### src/rtl/pc_fetch_unit.sv
// Instruction fetch stage: owns the PC, issues one outstanding imem request at a time
// and holds a single fetched instruction for decode behind a valid/ready handshake.
module pc_fetch_unit #(
    parameter logic [31:0] RESET_PC  = 32'h0000_0000,
    parameter logic [31:0] NOP_INSTR = 32'h0000_0013
) (
    input  logic        clk_i,
    input  logic        rst_i,
    input  logic        br_valid_i,
    input  logic        PC_sel_i,
    input  logic [31:0] br_target_i,
    output logic        imem_req_o,
    output logic [31:0] imem_addr_o,
    input  logic        imem_gnt_i,
    input  logic        imem_rvalid_i,
    input  logic [31:0] imem_rdata_i,
    output logic        instr_valid_o,
    input  logic        instr_ready_i,
    output logic [31:0] instr_o,
    output logic [31:0] instr_pc_o,
    output logic        flush_o
);

    localparam logic [1:0] S_FETCH = 2'd0;
    localparam logic [1:0] S_WAIT  = 2'd1;
    localparam logic [1:0] S_DROP  = 2'd2;

    logic [1:0]  state_q, state_d;
    logic [31:0] pc_q, pc_d;
    logic        valid_q, valid_d;
    logic [31:0] instr_q, instr_d;
    logic [31:0] instr_pc_q, instr_pc_d;

    logic redirect;
    logic req;
    logic fire;

    assign redirect = br_valid_i & PC_sel_i;
    // A new request may only go out if the buffer will be free when its response lands.
    assign req  = (state_q == S_FETCH) && (!valid_q || instr_ready_i);
    assign fire = req & imem_gnt_i;

    always_comb begin
        // NOTE: every next-state value gets a default first so no path leaves it unassigned (no latches).
        state_d    = state_q;
        pc_d       = pc_q;
        valid_d    = valid_q;
        instr_d    = instr_q;
        instr_pc_d = instr_pc_q;

        if (redirect) begin
            pc_d    = {br_target_i[31:2], 2'b00};
            valid_d = 1'b0;
            case (state_q)
                S_FETCH: if (fire) state_d = S_DROP;
                S_WAIT:  state_d = imem_rvalid_i ? S_FETCH : S_DROP;
                S_DROP:  if (imem_rvalid_i) state_d = S_FETCH;
                default: state_d = S_FETCH;
            endcase
        end else begin
            if (valid_q && instr_ready_i) valid_d = 1'b0;
            case (state_q)
                S_FETCH: begin
                    if (fire) begin
                        state_d = S_WAIT;
                        pc_d    = pc_q + 32'd4;
                    end
                end
                S_WAIT: begin
                    if (imem_rvalid_i) begin
                        state_d    = S_FETCH;
                        valid_d    = 1'b1;
                        instr_d    = imem_rdata_i;
                        instr_pc_d = pc_q - 32'd4;
                    end
                end
                S_DROP:  if (imem_rvalid_i) state_d = S_FETCH;
                default: state_d = S_FETCH;
            endcase
        end
    end

    // NOTE: sequential state uses non-blocking assignments so all registers update together.
    always_ff @(posedge clk_i or posedge rst_i) begin
        if (rst_i) begin
            state_q    <= S_FETCH;
            pc_q       <= RESET_PC;
            valid_q    <= 1'b0;
            instr_q    <= NOP_INSTR;
            instr_pc_q <= 32'h0000_0000;
        end else begin
            state_q    <= state_d;
            pc_q       <= pc_d;
            valid_q    <= valid_d;
            instr_q    <= instr_d;
            instr_pc_q <= instr_pc_d;
        end
    end

    assign imem_req_o    = req;
    assign imem_addr_o   = pc_q;
    assign instr_valid_o = valid_q;
    assign instr_o       = valid_q ? instr_q : NOP_INSTR;
    assign instr_pc_o    = instr_pc_q;
    assign flush_o       = redirect & ~rst_i;

endmodule

### config.mk
export PLATFORM = sky130hd
export DESIGN_NAME = pc_fetch_unit
export DESIGN_NICKNAME = d
export VERILOG_FILES = /design/src/rtl/pc_fetch_unit.sv
export SDC_FILE = /design/constraint.sdc
export NUM_CORES = 1
export LEC_CHECK = 0
export ABC_CLOCK_PERIOD_IN_PS = 2800
export BUFFER_PORTS_ARGS = -buffer_cell sky130_fd_sc_hd__buf_2
export CAP_MARGIN = 20
export CORE_MARGIN = 3
export CORE_UTILIZATION = 51
export DETAILED_ROUTE_END_ITERATION = 10
export PLACE_DENSITY = 0.82
export SYNTH_ARGS = -nofsm -noshare
export SYNTH_HDL_FRONTEND = slang
export SYNTH_SLANG_ARGS = --single-unit
### constraint.sdc
create_clock -name clk_i -period 2.8 [get_ports clk_i]
set_clock_uncertainty 0.1 [all_clocks]
set_input_delay 0 -clock clk_i [delete_from_list [all_inputs] [get_ports clk_i]]
set_output_delay 0 -clock clk_i [all_outputs]
set_load 0.02 [all_outputs]
[Word-level counts from Yosys, hierarchy flattened]
Cells that the tools add are included.
Word-level totals
  input bits: 71
  word-level logic and storage cells: 40
  bits in registers: 99
  output and inout port bits: 99
Cells by class
  muxes and demuxes: 15
  reductions and logical operators: 10
  equal/unequal tests: 3
  bitwise operators: 5
  add/subtract/negate cells: 2
Operators by type and width (count)
  $mux 32: 4
  $add 32x3->32 const B: 1
  $sub 32x3->32 const B: 1
  $mux 2: 5
  $pmux 2 s3: 1
  $mux 1: 4
  $pmux 2 s2: 1
  $reduce_bool 2->1: 2
  $and 1x1->1: 3
  $reduce_and 3->1: 1
  $eq 2x1->1 const B: 1
  $eq 2x2->1 const B: 1
  $logic_and 1x1->1: 2
  $logic_not 2->1: 1
  $ne 2x2->1 const B: 1
  $not 1->1: 2
  $reduce_and 2->1: 1
  $reduce_or 2->1: 1
  $logic_not 1->1: 1
  $logic_or 1x1->1: 1

[Logic depth before layout (Yosys ltp)]
Gate-level depths: netlist of run 1.
  depth after elaboration: 7
  mapped depth: 8
  depth with buffers taken out: 7

[Least setup slack after synthesis of run 1]
No wires, ideal clock.
  kind: register -> register
  start point: reg pc_q[2] (netlist: imem_addr_o[2])
  end point: reg instr_pc_q[12] (netlist: instr_pc_o[12])
  data arrival time: 2022 ps
  buffers on the path: 0
  slack: 549 ps
  clock period less this slack: 2251 ps
  library setup time: 129 ps
  cell stages (with the launch flop): 8
  data required time: 2571 ps
  cell sequence: dfrtp_1 -> inv_1 -> ha_1 -> or4b_4 -> or4_1 -> nor3_2 -> xnor2_1 -> o21ai_1
Between the ends
  cells in the longest elaborated chain, start to end: 1
RTL lines
  start: declaration: RTL line 29  | logic [31:0] pc_q, pc_d;
  start signal: assignment: RTL line 93  | pc_q <= pc_d;
  $sub 32x3->32: RTL line 74  | instr_pc_d = pc_q - 32'd4;
  end signal: assignment: RTL line 96  | instr_pc_q <= instr_pc_d;
  end: declaration: RTL line 32  | logic [31:0] instr_pc_q, instr_pc_d;
No other way between the ends.
A chain may end at the register's enable or synchronous reset.

[Final worst setup path of run 1]
  start point: reg pc_q[2] (netlist: imem_addr_o[2])
  end point: reg instr_pc_q[24] (netlist: instr_pc_o[24])
The elaborated chain is that of the path after synthesis.

==> run summary, run 1 <==
### Final layout
- Syn-to-layout area delta: 35.5%
- final std cell area, no fill: 0.00681 mm^2
- final cell count without fillers: 858
- count of antenna diodes in the layout: 0
- count of nets after finishing: 801
- count of filler cells inserted in the layout: 656
- proportion of layout cells with a drive suffix above 1: 0.329

### Worst setup path
- Worst setup EP type: flop
- Critical Path AT: 2.47 ns
- Critical Setup Path Class: reg -> reg
- WP data required: 2.95 ns
- kind of start point of the critical path: flop
- Worst R2R Path Depth: 7
- maximum net fanout on the critical path: 9
- source of the worst register-to-register timing path: imem_addr_o[2]
- worst reg2reg endpoint: instr_pc_o[24]
- setup slack of the most critical reg-to-reg path: 0.48 ns

### Die
- row cnt: 35
- Initial Utilization: 0.533
- Floorplan Core Area: 0.00942 mm^2
- io pins: 170
- Die ar.: 0.0111 mm^2
- floorplan die height: 105 um
- die width: 105 um

### Synthesis
- synthesized flop and latch total: 95
- multiplexer share of the synthesized area: 0.0805
- number of enable flip-flop cells after synthesis: 0
- portion of the post-synthesis area used by sequential elements: 0.474
- complex-gate fraction of the synthesized area: 0.0782
- most instantiated cells after synthesis: 92 x dfrtp_1, 66 x nand2_1, 53 x o21ai_0, 35 x mux2_2, 34 x and2_1
- number of library cell types mapped by synthesis: 47
- predominant post-synthesis flop cell: dfrtp_1
- area share of the leading cell type in the synthesized netlist: 0.459
- area of the mapped netlist: 0.00502 mm^2
- most common cell in the synthesized netlist: dfrtp_1
- biggest area contributors in the synthesized netlist: dfrtp_1 46%, mux2_2 7.8%, o21ai_0 5.3%
- cell taking the most area after synthesis: dfrtp_1
- adder and majority gate portion of the synthesized area: 0.0150
- Yosys warnings: 0
- synthesized netlist cell count: 513
- Synth Area in Simple Gates: 0.219
- share of flip-flops with an asynchronous set or reset: 1.00
- parity-gate share of the synthesized area counting xor and xnor cells: 0.0872
- syn_area_per_cell: 9.79 um^2
- dominant combinational cell family by area after synthesis: simple AND/OR/NAND/NOR gates

### Global routing
- GRT Overall Usage: 0.264
- pin count of the biggest net entering global routing: 54
- wire length of the first global-routing pass: 23.9 mm
- initial antenna violation count: 0
- via count of the first global-routing pass: 4713
- global-route congestion overflow total: 0

### CTS
- insertion delay to the later sink of the worst-skew pair: 0.35 ns
- CTS H-Tree Depth: 3
- maximum count of clock buffers along a single path: 2
- count of instances resized after the clock tree is built: 0
- clock tree from TritonCTS: done
- clock root cell: clkbuf_8
- Sink Count: 95
- CTS buffer count: 9
- Clock transition at path regs: 0.10 ns

### Place
- final estimated routing congestion in global placement: 0.844
- sum of net half-perimeters after detailed placement: 9.39 mm
- Placed Cells: 776
- area after detailed placement: 0.00593 mm^2
- count of input and output buffers: 163

### Power
- combinational fraction of design power: 0.396
- internal power contribution: 3.29 mW
- fraction of power spent switching nets: 0.394
- leakage power: 3.15 nW
- VDD IR max: 478 uV
- net switching power: 2.14 mW
- power density cells: 798 mW/mm^2
- clock network power share: 0.178
- sequential fraction of design power: 0.427

### Routing
- number of remaining DRC errors: 0
- wire per inst: 16.6 um
- Pre-Repair DR Iteration Count: 5
- post-detailed-route count of antenna-violating nets: 0
- vias after detailed routing: 4574
- First DRT Iteration DRCs: 259
- via count normalized by instance count: 5.33
- Routed WL: 14.2 mm

### STA
- post-layout min period: 2.32 ns
- final period utilization: 0.828
- Max Slew Vio Count: 0
- maximum achievable frequency: 431 MHz
- Setup violations, final: 0
- Slew Limit Headroom: 0.508
- unrepaired setup endpoints after global routing: false
- aggregate negative setup slack: 0 ns
- count of endpoints failing hold in the final timing report: 0
- Slew @ Worst Pin: 0.737 ns

### Worst hold path
- Worst Hold Path Cells: 5
- class of the worst hold path: in -> reg
- launch point of the worst hold path: imem_gnt_i
- end point of the most critical hold path: state_q[0]

### Outcome
- run status: complete, no violations

### Run
- maximum capacitance violations: 0

-- layer usage --
metal,global-route usage,wire [um]
met5,0,0
met1,0.332,6070
met2,0.461,6850
met3,0.0508,1060
met4,0.0825,269
-- flip-flops by register name, summed over array words and instances (netlist names) --
signal	cells
imem_addr_o	30
instr_q	32
instr_valid_o	1
state_q	2
instr_pc_o	30
-- power by group through the flow --
stage	clock [mW]	combinational (mW)	sequential (mW)
6_report	0.965	2.15	2.32
5_1_grt	1.04	2.35	2.39
4_1_cts	0.984	2.14	2.30
3_5_place_dp	0	2.06	2.33
3_3_place_gp	0	2.01	2.28
2_1_floorplan	0	1.14	2.53
-- metrics by stage --
step                setup WS (ns)  total power [mW]  hold slack, ns  utilization
finish                      0.481              5.43           0.110        0.723
global route                0.255              5.77           0.143        0.723
CTS                         0.479              5.43          0.0594        0.723
detailed placement          0.492              4.39          0.0109        0.630
global placement            0.537              4.28         0.00255        0.630
floorplan                   0.228              3.67         -0.0202            -
-- how the worst max path moves through the flow --
stage / start / slack [ns] / endpoint / cells past startpoint
floorplan: rst_i / 0.23 / imem_addr_o[10] / 1
CTS: imem_addr_o[2] / 0.48 / instr_pc_o[24] / 7
finish: imem_addr_o[2] / 0.48 / instr_pc_o[24] / 7
global route: imem_addr_o[10] / 0.25 / imem_addr_o[23] / 5
global placement: imem_addr_o[2] / 0.54 / instr_pc_o[26] / 7
detailed placement: imem_addr_o[2] / 0.49 / instr_pc_o[24] / 7
-- critical path: stages (launching register included) --
cell and delay, ns:
dfrtp_1 0.48, inv_1 0.09, ha_1 0.19, or4b_4 0.50, nand3b_4 0.25, nor4_1 0.37, xnor2_1 0.16, o21ai_1 0.07
-- layout by cell type (no fill, tap or decap), drive strengths merged, types with 3 or more instances in the layout --
master,n
buf,175
dfrtp,92
nand2,66
dlygate4sd3,66
o21ai,61
mux2,35
and2,34
xnor2,29
xor2,21
nor2,20
nand3,15
nand4,12
nor3,12
nor4,11
clkbuf,10
or3,8
inv,8
and3,6
a31oi,6
ha,6
nand2b,5
conb,4
and4,3
dfstp,3
or4,3
-- logic make-up after synthesis --
logic type | count (synthesis)
adder cells (fa/ha/maj) | 6
XOR/XNOR | 50
AND/OR/NAND/NOR | 202
multiplexers | 36
other | 1
AO/OA/AOI/OAI | 74
buffers and inverters | 49
flip-flops | 95
-- final cells by class --
cell class / count / area [um^2] / area share
multi-input cells: 372 / 2440 / 0.358
repair buffers: 241 / 1590 / 0.234
well taps: 129 / 161 / 0.0237
clock buffers: 10 / 138 / 0.0202
clock inverters: 6 / 75.1 / 0.0110
flip-flops and latches: 95 / 2380 / 0.350
inverters: 5 / 21.3 / 0.00313
-- repair_timing --
action                                 in CTS  in global routing
buffers inserted                            0                  0
endpoints found under the hold margin     111                  0
hold buffers                               66                  0
Power figures use the tool's default switching activity.
==> inputs of run 2 (changes only) <==
--- a/config.mk
+++ b/config.mk
@@ -5,7 +5,7 @@
 export SDC_FILE = /design/constraint.sdc
 export NUM_CORES = 1
 export LEC_CHECK = 0
-export ABC_CLOCK_PERIOD_IN_PS = 2800
+export ABC_CLOCK_PERIOD_IN_PS = 2250
 export BUFFER_PORTS_ARGS = -buffer_cell sky130_fd_sc_hd__buf_2
 export CAP_MARGIN = 20
 export CORE_MARGIN = 3
==> constraint.sdc (replaced) <==
create_clock -name clk_i -period 2.25 [get_ports clk_i]
set_clock_uncertainty 0.1 [all_clocks]
set_input_delay 0 -clock clk_i [delete_from_list [all_inputs] [get_ports clk_i]]
set_output_delay 0 -clock clk_i [all_outputs]
set_load 0.02 [all_outputs]
==> run 2 against run 1 <==
Wire length up 3.7%. First-iteration DRC count up 16%. Sequential cell count unchanged. Clock power up 34%. Sequential share of layout area down 1.4 points. Maximum frequency up 3.4%. Critical endpoint is now instr_pc_o[16].
==> run summary, run 2 (synthesis gave the netlist of run 1 again) <==
### Power
- leakage power: 3.32 nW
- combinational fraction of design power: 0.419
- VDD IR max: 656 uV
- internal power contribution: 4.31 mW
- sequential fraction of design power: 0.396
- fraction of power spent switching nets: 0.385
- net switching power: 2.69 mW
- clock network power share: 0.185
- power density cells: 988 mW/mm^2
- power consumption: 7.01 mW

### Run
- maximum capacitance violations: 0

### Place
- Placed Cells: 800
- sum of net half-perimeters after detailed placement: 9.87 mm
- count of input and output buffers: 163
- final estimated routing congestion in global placement: 0.862

### Routing
- number of remaining DRC errors: 0
- via count normalized by instance count: 5.35
- wire per inst: 16.7 um
- First DRT Iteration DRCs: 301
- Routed WL: 14.8 mm
- post-detailed-route count of antenna-violating nets: 0
- vias after detailed routing: 4738
- Pre-Repair DR Iteration Count: 5

### Worst setup path
- Worst R2R Path Depth: 8
- maximum net fanout on the critical path: 7
- sequence of cells on the critical path: inv_1, ha_2, or4b_4, nand3b_4, buf_4, nor4_2, xnor2_1, o21ai_1
- Worst setup EP type: flop
- Max stage delay on crit path: 0.49 ns
- WP data required: 2.40 ns
- crit path from: imem_addr_o[2]
- setup slack of the most critical reg-to-reg path: 0.008 ns
- Critical Path AT: 2.40 ns
- Critical Setup Path Class: reg -> reg
- worst reg2reg endpoint: instr_pc_o[16]
- kind of start point of the critical path: flop
- Slowest-stage cell, CP: or4b_4
- source of the worst register-to-register timing path: imem_addr_o[2]

### Die
- io pins: 170
- Floorplan Core Area: 0.00942 mm^2
- die width: 105 um
- row cnt: 35
- Die ar.: 0.0111 mm^2
- Initial Utilization: 0.533
- floorplan die height: 105 um

### Final layout
- count of nets after finishing: 829
- count of antenna diodes in the layout: 0
- flip-flop count of the largest register, all copies and words added: 32
- leading cell type in the layout, fill and taps excluded: buf_2
- count of filler cells inserted in the layout: 600
- most frequent cells in the layout: 163 x buf_2, 91 x dfrtp_1, 66 x dlygate4sd3_1, 65 x nand2_1, 53 x o21ai_0
- Syn-to-layout area delta: 41.2%
- final cell count without fillers: 886
- proportion of layout cells with a drive suffix above 1: 0.367
- register with the highest flop count: instr_q

### Global routing
- via count of the first global-routing pass: 4800
- global-route congestion overflow total: 0
- pin count of the biggest net entering global routing: 47
- initial antenna violation count: 0
- wire length of the first global-routing pass: 24.3 mm
- GRT Overall Usage: 0.270

### STA
- count of endpoints failing hold in the final timing report: 0
- Max Slew Vio Count: 0
- Setup violations, final: 0
- Slew @ Worst Pin: 0.583 ns
- final period utilization: 0.996
- post-layout min period: 2.24 ns
- unrepaired setup endpoints after global routing: true
- maximum achievable frequency: 446 MHz
- Slew Limit Headroom: 0.610

### CTS
- Sink Count: 95
- CTS buffer count: 9
- insertion delay to the later sink of the worst-skew pair: 0.37 ns
- CTS H-Tree Depth: 3
- clock root cell: clkbuf_8
- Clock transition at path regs: 0.10 ns
- maximum count of clock buffers along a single path: 2
- clock tree from TritonCTS: done

### Worst hold path
- Worst Hold Path Cells: 5
- end point of the most critical hold path: imem_addr_o[2]
- class of the worst hold path: in -> reg
- launch point of the worst hold path: imem_gnt_i

### Outcome
- run status: complete, no violations

==> run 2: worst max-delay path, delay by kind of cell (launching register included) <==
family / cells / cell delay, ns
fa+ha+maj: 1 / 0.19
buf+inv: 2 / 0.26
simple gates: 3 / 0.93
flops: 1 / 0.42
xor+xnor: 1 / 0.16
compound gates: 1 / 0.07
==> run 2: metrics by stage <==
step                      instance area [um^2]  utilization  hold slack, ns  setup TNS [ns]  worst slack, ns
final                                     7090        0.753           0.106               0          0.00838
after global routing                      7090        0.753           0.168          -0.214          -0.0640
after CTS                                 7000        0.744          0.0881               0           0.0155
after detailed placement                  6110        0.649       -0.000710               0           0.0399
after global placement                    6110        0.649        -0.00927               0           0.0958
after floorplan                           5040            -         -0.0202               0           0.0253
==> run 2: routing by layer <==
metal	routed length (um)	vias up	global-route usage	part of all wire
li1	-	2220	-	-
met1	6060	2259	0.342	0.41
met2	7300	234	0.473	0.49
met3	1160	25	0.0527	0.079
met4	260	0	0.0694	0.018
met5	0	-	0	0
==> run 2: power by group through the flow <==
stage | clock, mW | sequential [mW] | combinational (mW)
floorplan | 0 | 3.14 | 1.42
global placement | 0 | 2.74 | 2.72
detailed placement | 0 | 2.79 | 2.79
CTS | 1.31 | 2.76 | 2.90
global route | 1.40 | 2.85 | 3.21
finish | 1.29 | 2.78 | 2.94
==> run 2: cell type report <==
cell class | instances | area (um^2) | share of cell area
Clock inverter | 6 | 91.3 | 0.0129
Timing Repair Buffer | 269 | 1800 | 0.254
Clock buffer | 10 | 138 | 0.0194
Sequential cell | 95 | 2380 | 0.336
Inverter | 5 | 22.5 | 0.00318
Multi-Input combinational cell | 372 | 2490 | 0.352
Tap cell | 129 | 161 | 0.0228
==> run 2: repair_timing <==
item | in CTS | in global routing
endpoints found under the hold margin | 87 | 0
hold buffers | 66 | 0
buffers inserted | 0 | 4
setup endpoints to repair | 0 | 14
gates resized for setup | 0 | 11
==> run 2: worst max path at each step <==
stage          slack, ns              to
5_1_grt            -0.06  instr_pc_o[16]
3_3_place_gp         0.1  instr_pc_o[29]
6_report           0.008  instr_pc_o[16]
3_5_place_dp        0.04  instr_pc_o[24]
4_1_cts             0.02  instr_pc_o[24]
2_1_floorplan       0.03  instr_pc_o[12]
